## src/rtl/jt9346_ctrl_pkg.sv

```systemverilog
// Shared definitions for the 93C46-style EEPROM command controller.
//   - Opcode constants (2-bit field sent after the start bit)
//   - Extended sub-op codes (top two address bits when op == OP_EXT)
//   - FSM state encoding
//   - Helpers deciding which command phases a given op needs
package jt9346_pkg;

  localparam logic [1:0] OP_EXT   = 2'b00;
  localparam logic [1:0] OP_WRITE = 2'b01;
  localparam logic [1:0] OP_READ  = 2'b10;
  localparam logic [1:0] OP_ERASE = 2'b11;

  localparam logic [1:0] EXT_EWDS = 2'b00;
  localparam logic [1:0] EXT_WRAL = 2'b01;
  localparam logic [1:0] EXT_ERAL = 2'b10;
  localparam logic [1:0] EXT_EWEN = 2'b11;

  typedef enum logic [2:0] {
    ST_IDLE  = 3'd0,
    ST_CMD   = 3'd1,
    ST_WDATA = 3'd2,
    ST_RDATA = 3'd3,
    ST_GAP   = 3'd4,
    ST_POLL  = 3'd5,
    ST_DONE  = 3'd6
  } state_t;

  // Commands that carry a data word after the address: WRITE and WRAL.
  function automatic logic has_wdata(input logic [1:0] op, input logic [1:0] sub);
    return (op == OP_WRITE) || ((op == OP_EXT) && (sub == EXT_WRAL));
  endfunction

  // Commands that start a program cycle and must wait for ready.
  function automatic logic needs_poll(input logic [1:0] op, input logic [1:0] sub);
    return (op == OP_WRITE) || (op == OP_ERASE) ||
           ((op == OP_EXT) && ((sub == EXT_WRAL) || (sub == EXT_ERAL)));
  endfunction

endpackage

```

## src/rtl/jt9346_ctrl_if.sv

```systemverilog
// Host-side command bus of the EEPROM controller.
//   cmd_req/cmd_op/cmd_addr/cmd_din : command issued by the host
//   busy/done/dout/err               : status and read data from the controller
// Modports: master = host side, slave = controller side.
interface jt9346_ctrl_if #(
  parameter int CW = 6,
  parameter int DW = 16
);
  logic          cmd_req;
  logic [1:0]    cmd_op;
  logic [CW-1:0] cmd_addr;
  logic [DW-1:0] cmd_din;
  logic          busy;
  logic          done;
  logic [DW-1:0] dout;
  logic          err;

  modport master (
    output cmd_req, cmd_op, cmd_addr, cmd_din,
    input  busy, done, dout, err
  );

  modport slave (
    input  cmd_req, cmd_op, cmd_addr, cmd_din,
    output busy, done, dout, err
  );
endinterface

```

## src/rtl/jt9346_ctrl_tick.sv

```systemverilog
// Serial-clock half-period timer.
//   clk, rst : system clock, async active-high reset
//   en       : run the timer (held cleared while low)
//   restart  : restart from the start of a low half
//   half     : strobe on the last clk of every half-period
//   sample   : strobe on the last clk of a high half (sdo sample point)
module jt9346_ctrl_tick #(
  parameter int DIV = 4
) (
  input  logic clk,
  input  logic rst,
  input  logic en,
  input  logic restart,
  output logic half,
  output logic sample
);
  localparam int CNTW = (DIV > 1) ? $clog2(DIV) : 1;

  logic [CNTW-1:0] cnt_r;
  logic            phase_r;   // 0 = low half, 1 = high half
  logic            last_s;

  assign last_s = (cnt_r == CNTW'(DIV - 1));
  assign half   = en & last_s;
  assign sample = en & last_s & phase_r;

  // Half-period counter and phase tracker.
  always_ff @(posedge clk or posedge rst) begin
    if (rst) begin
      cnt_r   <= {CNTW{1'b0}};
      phase_r <= 1'b0;
    end else if (restart || !en) begin
      cnt_r   <= {CNTW{1'b0}};
      phase_r <= 1'b0;
    end else if (last_s) begin
      cnt_r   <= {CNTW{1'b0}};
      phase_r <= ~phase_r;
    end else begin
      cnt_r   <= cnt_r + CNTW'(1);
    end
  end
endmodule

```

## src/rtl/jt9346_ctrl.sv

```systemverilog
// Parallel-command master for a 93C46-style serial EEPROM.
//   clk, rst          : system clock, async active-high reset
//   host (slave)      : command request/op/addr/data in; busy/done/dout/err out
//   sclk, sdi, scs    : serial clock, data and chip select to the EEPROM
//   sdo               : serial data / ready (1 = ready) from the EEPROM
// A command is shifted out as start bit, opcode and address, followed by a
// data word (WRITE/WRAL) or DW read pulses (READ). Program commands then
// poll sdo for ready, bounded by TOUT clk cycles.
module jt9346_ctrl
  import jt9346_pkg::*;
#(
  parameter int AW   = 6,
  parameter int CW   = AW,
  parameter int DW   = 16,
  parameter int DIV  = 4,
  parameter int TOUT = 65535
) (
  input  logic         clk,
  input  logic         rst,
  jt9346_ctrl_if.slave host,
  output logic         sclk,
  output logic         sdi,
  output logic         scs,
  input  logic         sdo
);
  localparam int NCMD = 3 + CW;
  localparam int SW   = (NCMD > DW) ? NCMD : DW;
  localparam int BCW  = $clog2(SW + 1);
  localparam int PCW  = $clog2(TOUT + 1);

  state_t         state_r;
  logic [1:0]     op_r;
  logic [1:0]     sub_r;
  logic [DW-1:0]  din_r;
  logic [DW-1:0]  dout_r;
  logic [SW-1:0]  sreg_r;    // outgoing bits (MSB next) or incoming read bits (LSB in)
  logic [BCW-1:0] bcnt_r;    // bits left in the current phase
  logic [PCW-1:0] pcnt_r;
  logic           busy_r;
  logic           done_r;
  logic           err_r;
  logic           accept_s;
  logic           tick_en_s;
  logic           half_s;
  logic           sample_s;

  assign accept_s  = (state_r == ST_IDLE) & host.cmd_req;
  assign tick_en_s = (state_r != ST_IDLE);

  assign host.busy = busy_r;
  assign host.done = done_r;
  assign host.dout = dout_r;
  assign host.err  = err_r;

  jt9346_ctrl_tick #(.DIV(DIV)) u_tick (
    .clk     (clk),
    .rst     (rst),
    .en      (tick_en_s),
    .restart (accept_s),
    .half    (half_s),
    .sample  (sample_s)
  );

  // Command FSM, shift register and all registered outputs.
  always_ff @(posedge clk or posedge rst) begin
    if (rst) begin
      state_r <= ST_IDLE;
      op_r    <= 2'b00;
      sub_r   <= 2'b00;
      din_r   <= {DW{1'b0}};
      dout_r  <= {DW{1'b0}};
      sreg_r  <= {SW{1'b0}};
      bcnt_r  <= {BCW{1'b0}};
      pcnt_r  <= {PCW{1'b0}};
      busy_r  <= 1'b0;
      done_r  <= 1'b0;
      err_r   <= 1'b0;
      sclk    <= 1'b0;
      sdi     <= 1'b0;
      scs     <= 1'b0;
    end else begin
      done_r <= 1'b0;
      case (state_r)
        ST_IDLE: begin
          sclk <= 1'b0;
          sdi  <= 1'b0;
          scs  <= 1'b0;
          if (host.cmd_req) begin
            op_r   <= host.cmd_op;
            sub_r  <= host.cmd_addr[CW-1 -: 2];
            din_r  <= host.cmd_din;
            err_r  <= 1'b0;
            busy_r <= 1'b1;
            scs    <= 1'b1;
            sdi    <= 1'b1;   // start bit goes out first
            sreg_r <= SW'({host.cmd_op, host.cmd_addr}) << (SW - CW - 2);
            bcnt_r <= BCW'(NCMD);
            state_r <= ST_CMD;
          end
        end
        ST_CMD, ST_WDATA, ST_RDATA: begin
          // sclk mirrors the timer phase; sdi only moves on the falling edge.
          if (half_s) begin
            sclk <= ~sclk;
          end
          if (sample_s) begin
            if (bcnt_r != BCW'(1)) begin
              bcnt_r <= bcnt_r - BCW'(1);
              if (state_r == ST_RDATA) begin
                sreg_r <= {sreg_r[SW-2:0], sdo};
              end else begin
                sdi    <= sreg_r[SW-1];
                sreg_r <= {sreg_r[SW-2:0], 1'b0};
              end
            end else if ((state_r == ST_CMD) && has_wdata(op_r, sub_r)) begin
              state_r <= ST_WDATA;
              bcnt_r  <= BCW'(DW);
              sdi     <= din_r[DW-1];
              sreg_r  <= SW'({din_r[DW-2:0], 1'b0}) << (SW - DW);
            end else if ((state_r == ST_CMD) && (op_r == OP_READ)) begin
              // The dummy 0 seen during the last address bit is skipped.
              state_r <= ST_RDATA;
              bcnt_r  <= BCW'(DW);
              sdi     <= 1'b0;
            end else begin
              state_r <= ST_GAP;
              sdi     <= 1'b0;
              scs     <= 1'b0;
              if (state_r == ST_RDATA) begin
                sreg_r <= {sreg_r[SW-2:0], sdo};
              end
            end
          end
        end
        ST_GAP: begin
          sclk <= 1'b0;
          sdi  <= 1'b0;
          scs  <= 1'b0;
          // One full low+high period of the timer gives 2*DIV cycles.
          if (sample_s) begin
            if (op_r == OP_READ) begin
              dout_r <= sreg_r[DW-1:0];
            end
            if (needs_poll(op_r, sub_r)) begin
              state_r <= ST_POLL;
              scs     <= 1'b1;
              pcnt_r  <= {PCW{1'b0}};
            end else begin
              state_r <= ST_DONE;
              done_r  <= 1'b1;
            end
          end
        end
        ST_POLL: begin
          sclk <= 1'b0;
          sdi  <= 1'b0;
          if (sdo) begin
            state_r <= ST_DONE;
            done_r  <= 1'b1;
            scs     <= 1'b0;
          end else if (pcnt_r == PCW'(TOUT - 1)) begin
            state_r <= ST_DONE;
            done_r  <= 1'b1;
            err_r   <= 1'b1;
            scs     <= 1'b0;
          end else begin
            pcnt_r <= pcnt_r + PCW'(1);
          end
        end
        ST_DONE: begin
          scs     <= 1'b0;
          sclk    <= 1'b0;
          sdi     <= 1'b0;
          busy_r  <= 1'b0;
          state_r <= ST_IDLE;
        end
        default: begin
          state_r <= ST_IDLE;
          busy_r  <= 1'b0;
          scs     <= 1'b0;
          sclk    <= 1'b0;
          sdi     <= 1'b0;
        end
      endcase
    end
  end
endmodule

```

## src/flat_wrapper.sv

```systemverilog
// flat-port wrapper written by rule: the top's interface ports become plain ports
module jt9346_ctrl_flat import jt9346_pkg::*;
#(
  parameter int AW   = 6,
  parameter int CW   = AW,
  parameter int DW   = 16,
  parameter int DIV  = 4,
  parameter int TOUT = 65535
)
  (clk, rst, sclk, sdi, scs, sdo, host_cmd_req, host_cmd_op, host_cmd_addr, host_cmd_din, host_busy, host_done, host_dout, host_err);
  jt9346_ctrl_if #(.CW(CW), .DW(DW)) host_i ();
  input  logic clk;
  input  logic rst;
  output logic sclk;
  output logic sdi;
  output logic scs;
  input  logic sdo;
  input wire logic [$bits(host_i.cmd_req)-1:0] host_cmd_req;
  input wire logic [$bits(host_i.cmd_op)-1:0] host_cmd_op;
  input wire logic [$bits(host_i.cmd_addr)-1:0] host_cmd_addr;
  input wire logic [$bits(host_i.cmd_din)-1:0] host_cmd_din;
  output wire logic [$bits(host_i.busy)-1:0] host_busy;
  output wire logic [$bits(host_i.done)-1:0] host_done;
  output wire logic [$bits(host_i.dout)-1:0] host_dout;
  output wire logic [$bits(host_i.err)-1:0] host_err;
  assign host_i.cmd_req = host_cmd_req;
  assign host_i.cmd_op = host_cmd_op;
  assign host_i.cmd_addr = host_cmd_addr;
  assign host_i.cmd_din = host_cmd_din;
  assign host_busy = host_i.busy;
  assign host_done = host_i.done;
  assign host_dout = host_i.dout;
  assign host_err = host_i.err;
  jt9346_ctrl #(.AW(AW), .CW(CW), .DW(DW), .DIV(DIV), .TOUT(TOUT)) u_core (.clk(clk), .rst(rst), .host(host_i), .sclk(sclk), .sdi(sdi), .scs(scs), .sdo(sdo));
endmodule
```

## config.mk

```make
export PLATFORM = sky130hd
export DESIGN_NAME = jt9346_ctrl_flat
export DESIGN_NICKNAME = d
export VERILOG_FILES = /design/src/rtl/jt9346_ctrl_pkg.sv /design/src/rtl/jt9346_ctrl_if.sv /design/src/rtl/jt9346_ctrl_tick.sv /design/src/rtl/jt9346_ctrl.sv /design/src/flat_wrapper.sv
export SDC_FILE = /design/constraint.sdc
export NUM_CORES = 1
export LEC_CHECK = 0
export CORE_MARGIN = 2
export CORE_UTILIZATION = 50
export DETAILED_ROUTE_END_ITERATION = 6
export PLACE_DENSITY = 0.76
export SLEW_MARGIN = 15
export SYNTH_ARGS = -nofsm -noshare
export SYNTH_HDL_FRONTEND = slang
export SYNTH_SLANG_ARGS = --single-unit
export TNS_END_PERCENT = 1
```

## constraint.sdc

```tcl
create_clock -name clk -period 2.9 [get_ports clk]
set_input_delay 0.58 -clock clk [delete_from_list [all_inputs] [get_ports clk]]
set_output_delay 0.58 -clock clk [all_outputs]
set_load 0.01 [all_outputs]
```

Word-level counts from Yosys, hierarchy flattened

Cells that the tools add are included.

Register bits: 85
Latch bits: 0
RAM bits: 0
Bits in read-only memories: 0
Bits of input ports: 28
Output and inout bits: 22
Word-level logic and storage cells: 144
Memories: 0

$add $sub $neg: 3
Multipliers: 0
Div/mod/pow operators: 0
Magnitude comparators: 0
Eq/ne operators: 29
Shift operators: 0
Multiplexer cells: 61
Bitwise logic cells: 6
Reductions and logical operators: 29

Operators with widths:

| operator              | count |
|---|---|
| $mux 16               | 10 |
| $pmux 16 s2           | 2 |
| $mux 1                | 26 |
| $mux 5                | 5 |
| $mux 3                | 8 |
| $reduce_and 5->1      | 4 |
| $add 16x1->16 const B | 1 |
| $eq 16x16->1 const B  | 1 |
| $ne 2x2->1 const B    | 6 |
| $pmux 3 s4            | 1 |
| $ne 2x1->1 const B    | 5 |
| $pmux 5 s2            | 1 |
| $eq 2x2->1 const B    | 4 |
| $ne 4x1->1 const B    | 2 |
| $pmux 1 s2            | 4 |
| $reduce_and 4->1      | 2 |
| $reduce_bool 2->1     | 4 |
| $eq 3x2->1 const B    | 2 |
| $eq 3x3->1 const B    | 2 |
| $mux 2                | 3 |
| $reduce_and 2->1      | 3 |
| $logic_or 1x1->1      | 5 |
| $ne 5x1->1 const B    | 1 |
| $reduce_or 5->1       | 1 |
| 17 further kinds      | 25 |

Depth between registers and ports, before layout

Depth after elaboration: 8
Gate-level depth with buffers: 8
Gate-level depth less buffers: 7

By module

A second synthesis with hierarchy kept.

Cell total of the unflattened synthesis: 433
Area total of the unflattened synthesis: 4327.9 um^2

By module, submodules not included:

| module           | times used | cells each | area an instance (um^2) | sequential area each (um^2) |
|---|---|---|---|---|
| jt9346_ctrl      | 1          | 420        | 4190.3                  | 2052.0 |
| jt9346_ctrl_tick | 1          | 13         | 137.6                   | 75.1 |

Worst setup path before layout

No wires, ideal clock.

Path kind: reg2reg
Start: register u_core.bcnt_r[1]
End: register u_core.sreg_r[1]
Library setup time: 130 ps
Arrival: 2190 ps
Data required time: 2770 ps
Setup slack: 580 ps
Cell stages (with the launch flop): 9
Buffers on the path: 2
Clock period less this slack: 2320 ps
Cells stage by stage: dfrtp_1 > inv_1 > ha_1 > or4b_1 > buf_6 > nor4_4 > buf_4 > mux2i_1 > o21ai_0

Word-level cells in the longest chain between the ends: 4
Elaborated cells on any way between the ends: 7
Those cells by class: 3 x eq/ne; 3 x mux; 1 x reduce/logical

Ends and longest elaborated chain:

| element                | RTL line           | source |
|---|---|---|
| start, declared        | jt9346_ctrl.sv:37  | `logic [BCW-1:0] bcnt_r;` |
| start signal, assigned | jt9346_ctrl.sv:73  | `bcnt_r <= {BCW{1'b0}};` |
| start signal, assigned | jt9346_ctrl.sv:97  | `bcnt_r <= BCW'(NCMD);` |
| start signal, assigned | jt9346_ctrl.sv:108 | `bcnt_r <= bcnt_r - BCW'(1);` |
| $ne 5x1->1 *           | jt9346_ctrl.sv:107 | `if (bcnt_r != BCW'(1)) begin` |
| $mux 16                | jt9346_ctrl.sv:107 |  |
| $mux 16                | jt9346_ctrl.sv:106 | `if (sample_s) begin` |
| $pmux 16 s2            | jt9346_ctrl.sv:83  | `case (state_r)` |
| end signal, assigned   | jt9346_ctrl.sv:110 | `sreg_r <= {sreg_r[SW-2:0], sdo};` |
| end signal, assigned   | jt9346_ctrl.sv:113 | `sreg_r <= {sreg_r[SW-2:0], 1'b0};` |
| end signal, assigned   | jt9346_ctrl.sv:119 | `sreg_r <= SW'({din_r[DW-2:0], 1'b0}) << (SW - DW);` |
| end, declared          | jt9346_ctrl.sv:36  | `logic [SW-1:0] sreg_r;` |

Mark *: on every way between the ends. The rest lies on a longest branch, timed or not. The select of a mux whose other input is x is not followed.
A chain may end at the register's enable or synchronous reset.

Final worst setup path

Start: register u_core.bcnt_r[1]
End: register u_core.bcnt_r[4]

Word-level cells in the longest chain between the ends: 4
Elaborated cells on any way between the ends: 7
Those cells by class: 1 x add/sub; 2 x eq/ne; 3 x mux; 1 x reduce/logical

Ends and longest elaborated chain:

| element                                   | RTL line |
|---|---|
| $sub 5x1->5 or $ne 5x1->1 (tied branches) | jt9346_ctrl.sv:108, jt9346_ctrl.sv:107 |
| $mux 5                                    | jt9346_ctrl.sv:107 |
| $mux 5                                    | jt9346_ctrl.sv:106 |
| $pmux 5 s2                                | jt9346_ctrl.sv:83 |

Several ways; a longest one is shown, not always the timed one. The select of a mux whose other input is x is not followed.

==> impl_metrics.py <==
metrics = {
    "pwr": {
        "p_per_area_nw_per_um2": 822,
        "ir_worst_vdd_mv": 0.375,
        "cellLeakagePower_nw": 2.18,
    },
    "synthesis": {
        "yosysTopAreaCell": "dfrtp_1",
        "synthTopCellsByArea": "dfrtp_1 (52%), nand2_1 (7.2%), mux2_2 (5.0%)",
        "synthMuxAreaShare_pct": 8.93,
        "synth.distinct_cells": 54,
        "synth-seq-cells": 85,
        "synthesis.nets": 436,
        "synth_area_per_cell_um2": 10.1,
        "synth_top_family_by_area": "simple AND/OR/NAND/NOR gates",
        "synth_edf_count": 0,
        "synthAdderAreaFrac_pct": 1.85,
        "synth-compound-area-share_pct": 12.6,
        "synth-xor-area-share_pct": 2.59,
        "async_reset_ff_share_pct": 100,
        "syn_inst": 402,
        "ys_seq_area_share_pct": 52.4,
        "ys.flop_type": "dfrtp_1",
        "yosysWarnings": 0,
        "synth_top_area_share_pct": 52.4,
        "synth_area_um2": 4060,
        "synth-simple-area-share_pct": 18.3,
        "synth_top_cells_by_count": "dfrtp_1 (85), nand2_1 (78), nor2_1 (31)",
        "yosys.cell_count.top_type": "dfrtp_1",
    },
    "global_route": {
        "grt.total_usage_pct": 20.6,
        "antenna_found_initial": 0,
        "grt_pass1_vias": 3037,
        "grt_max_degree": 68,
        "grt_pass1_wl_mm": 14.3,
        "grt_overflow": 0,
    },
    "sta": {
        "finalSetupViolCount": 0,
        "rsz0062_at_grt": "no",
        "timing.hold.ws_ns": 0.446,
        "fin_crit_sh_pct": 91.1,
        "finalSetupTns_ns": 0,
        "slew-limit-headroom_pct": 43.1,
        "maxClockFrequency_mhz": 378,
        "hold_viol_final": 0,
        "finClkSkew_ns": 0.00884,
        "slew_violations": 0,
        "final.min_clock_period_ns": 2.64,
        "worst_pin_slew_ns": 0.844,
    },
    "setup_path": {
        "timing_worst_setup_path_type": "flop to flop",
        "cp.required_ns": 3.14,
        "r2r-end": "u_core.bcnt_r[4]$_DFFE_PP0P_",
        "worst_setup_path_end_kind": "flop",
        "reg2reg_depth": 6,
        "timing.rr.start": "u_core.bcnt_r[1]$_DFFE_PP0P_",
        "path_max_fanout": 10,
        "start_kind": "flop",
        "arrival_ns": 2.88,
        "critPathLaunch": "u_core.bcnt_r[1]$_DFFE_PP0P_",
        "r2r_slack_ns": 0.26,
    },
    "cells_and_area": {
        "finish.utilization_pct": 62.9,
        "fill_cells": 656,
        "nets": 489,
        "area_delta_synth_final_pct": 20.8,
        "n_antenna_cell": 0,
        "drive_above_1_share_pct": 12.6,
        "layoutNonFillerInstCount": 562,
        "seqCellArea_um2": 2130,
        "multi_input_comb_area_um2": 1810,
    },
    "hold_path": {
        "hold_depth": 1,
        "holdPathEnd": "u_core.u_tick.cnt_r[0]$_DFF_PP0_",
        "worstHoldStart": "u_core.u_tick.cnt_r[0]$_DFF_PP0_",
        "hold_class": "flop to flop",
    },
    "routing": {
        "drt_iter0_drc": 174,
        "totalWireLength_mm": 8.58,
        "first_pass_iters": 4,
        "avgViaCountPerCell": 5.60,
        "vias": 3148,
        "ant_nets": 0,
        "drc_errors": 0,
        "wire_per_inst_um": 15.3,
    },
    "floorplan": {
        "initial_utilization_pct": 52.0,
        "dieArea_um2": 8860,
        "core_area_um2": 7810,
        "core.rowCount": 32,
        "die_y_um": 94.1,
        "ioPinCount": 50,
        "die-width_um": 94.1,
    },
    "placed_design": {
        "io_buffer_count": 49,
        "gp_congestion": 0.821,
        "dp_cells": 546,
        "place_hpwl_mm": 5.93,
    },
    "outcome": {
        "status": "finished, final reports clean",
    },
    "clock_network": {
        "clk_latency_ns": 0.35,
        "cts.sinks": 85,
        "clockBufferDepth": 2,
        "numCtsBuffers": 9,
        "cts_max_level": 3,
        "cts_tree": "built",
        "cts_setup_buffers": 0,
        "path_clk_slew_ns": 0.08,
        "cts-root-buf": "clkbuf_8",
        "cts_resized": 0,
        "cts_hold_buf": 0,
    },
    "job": {
        "cap_violations": 0,
    },
}
power by group:
part | switching [W] | internal [W]
clock | 0.000416 | 0.000420
combinational | 0.000800 | 0.000623
sequential | 0.000263 | 0.00151
stage by stage:
step | worst slack (ns) | area, µm² | total power (W)
3_3_place_gp | 0.280 | 4710 | 0.00315
4_1_cts | 0.282 | 4910 | 0.00405
2_1_floorplan | 0.127 | 4060 | 0.00275
5_1_grt | 0.122 | 4910 | 0.00432
6_report | 0.258 | 4910 | 0.00404
3_5_place_dp | 0.168 | 4710 | 0.00321
area by class of cell:
cell class,instances,share of cell area [%]
Clock buffer,12,2.96
Clock inverter,4,0.969
Inverter,10,0.790
Multi-Input combinational cell,285,36.8
Sequential cell,85,43.3
Tap cell,102,2.60
Timing Repair Buffer,64,12.5
placed cells by master (no fill, tap or decap), types with 2 or more instances in the layout:
cell type and instances:
dfrtp_1 85, a211o_1 2, inv_1 9, nand4_1 2, clkdlybuf4s50_1 49, o41ai_1 3
or3_1 8, mux2i_1 16, or4_1 3, nor2_1 31, a211oi_1 5, xor2_1 4
nand3_1 5, o31ai_1 6, o21bai_1 2, nand2b_1 2, o21ai_0 23, clkbuf_1 2
o2111ai_1 2, buf_4 14, o211ai_1 2, a21o_1 4, or3b_2 2, nor3_1 8
clkbuf_8 10, mux2_2 18, ha_1 6, clkinv_2 3, nand2_1 78, a22oi_1 3
a31oi_1 3, nand3b_1 2, xnor2_1 8, nor3_2 2, a21oi_1 12, and4_1 4
layer usage:
metal	vias to the layer above	part of all wire [%]	track usage [%]
met5	-	0	0
met4	0	1.4	7.25
met3	10	4.1	4.90
met2	74	48	32.4
met1	1550	46	28.1
li1	1514	-	-
flip-flops by register name, summed over array words and instances (netlist names), 2 cells and up:
name and count:
u_core.din_r 16, u_core.host.dout 16, u_core.pcnt_r 16, u_core.sreg_r 16, u_core.bcnt_r 5, u_core.state_r 3, u_core.op_r 2, u_core.sub_r 2
u_core.u_tick.cnt_r 2
logic make-up (layout without fill, tap and decap cells):
| logic type | Yosys count | after routing |
|---|---|---|
| AO/OA/AOI/OAI | 76 | 76 |
| XOR/XNOR | 12 | 12 |
| adder cells (fa/ha/maj) | 6 | 6 |
| buffers and inverters | 32 | 90 |
| flip-flops | 85 | 85 |
| multiplexers | 34 | 34 |
| AND/OR/NAND/NOR | 157 | 157 |
worst max-delay path by stage:
stage | endpoint | cells after the start
after floorplan | u_core.bcnt_r[0]$_DFFE_PP0P_ | 1
after global placement | u_core.sreg_r[14]$_DFFE_PP0P_ | 6
after detailed placement | u_core.sreg_r[13]$_DFFE_PP0P_ | 6
after CTS | u_core.bcnt_r[4]$_DFFE_PP0P_ | 6
after global routing | u_core.bcnt_r[4]$_DFFE_PP0P_ | 6
final | u_core.bcnt_r[4]$_DFFE_PP0P_ | 6
critical path, cell delays in order (launching register included):
cell	delay, ns
dfrtp_1	0.40
inv_1	0.11
ha_1	0.18
or4b_1	0.67
o41ai_2	0.86
nor2_1	0.12
o22a_1	0.21
Note: power is estimated with default switching activity, not from simulation.
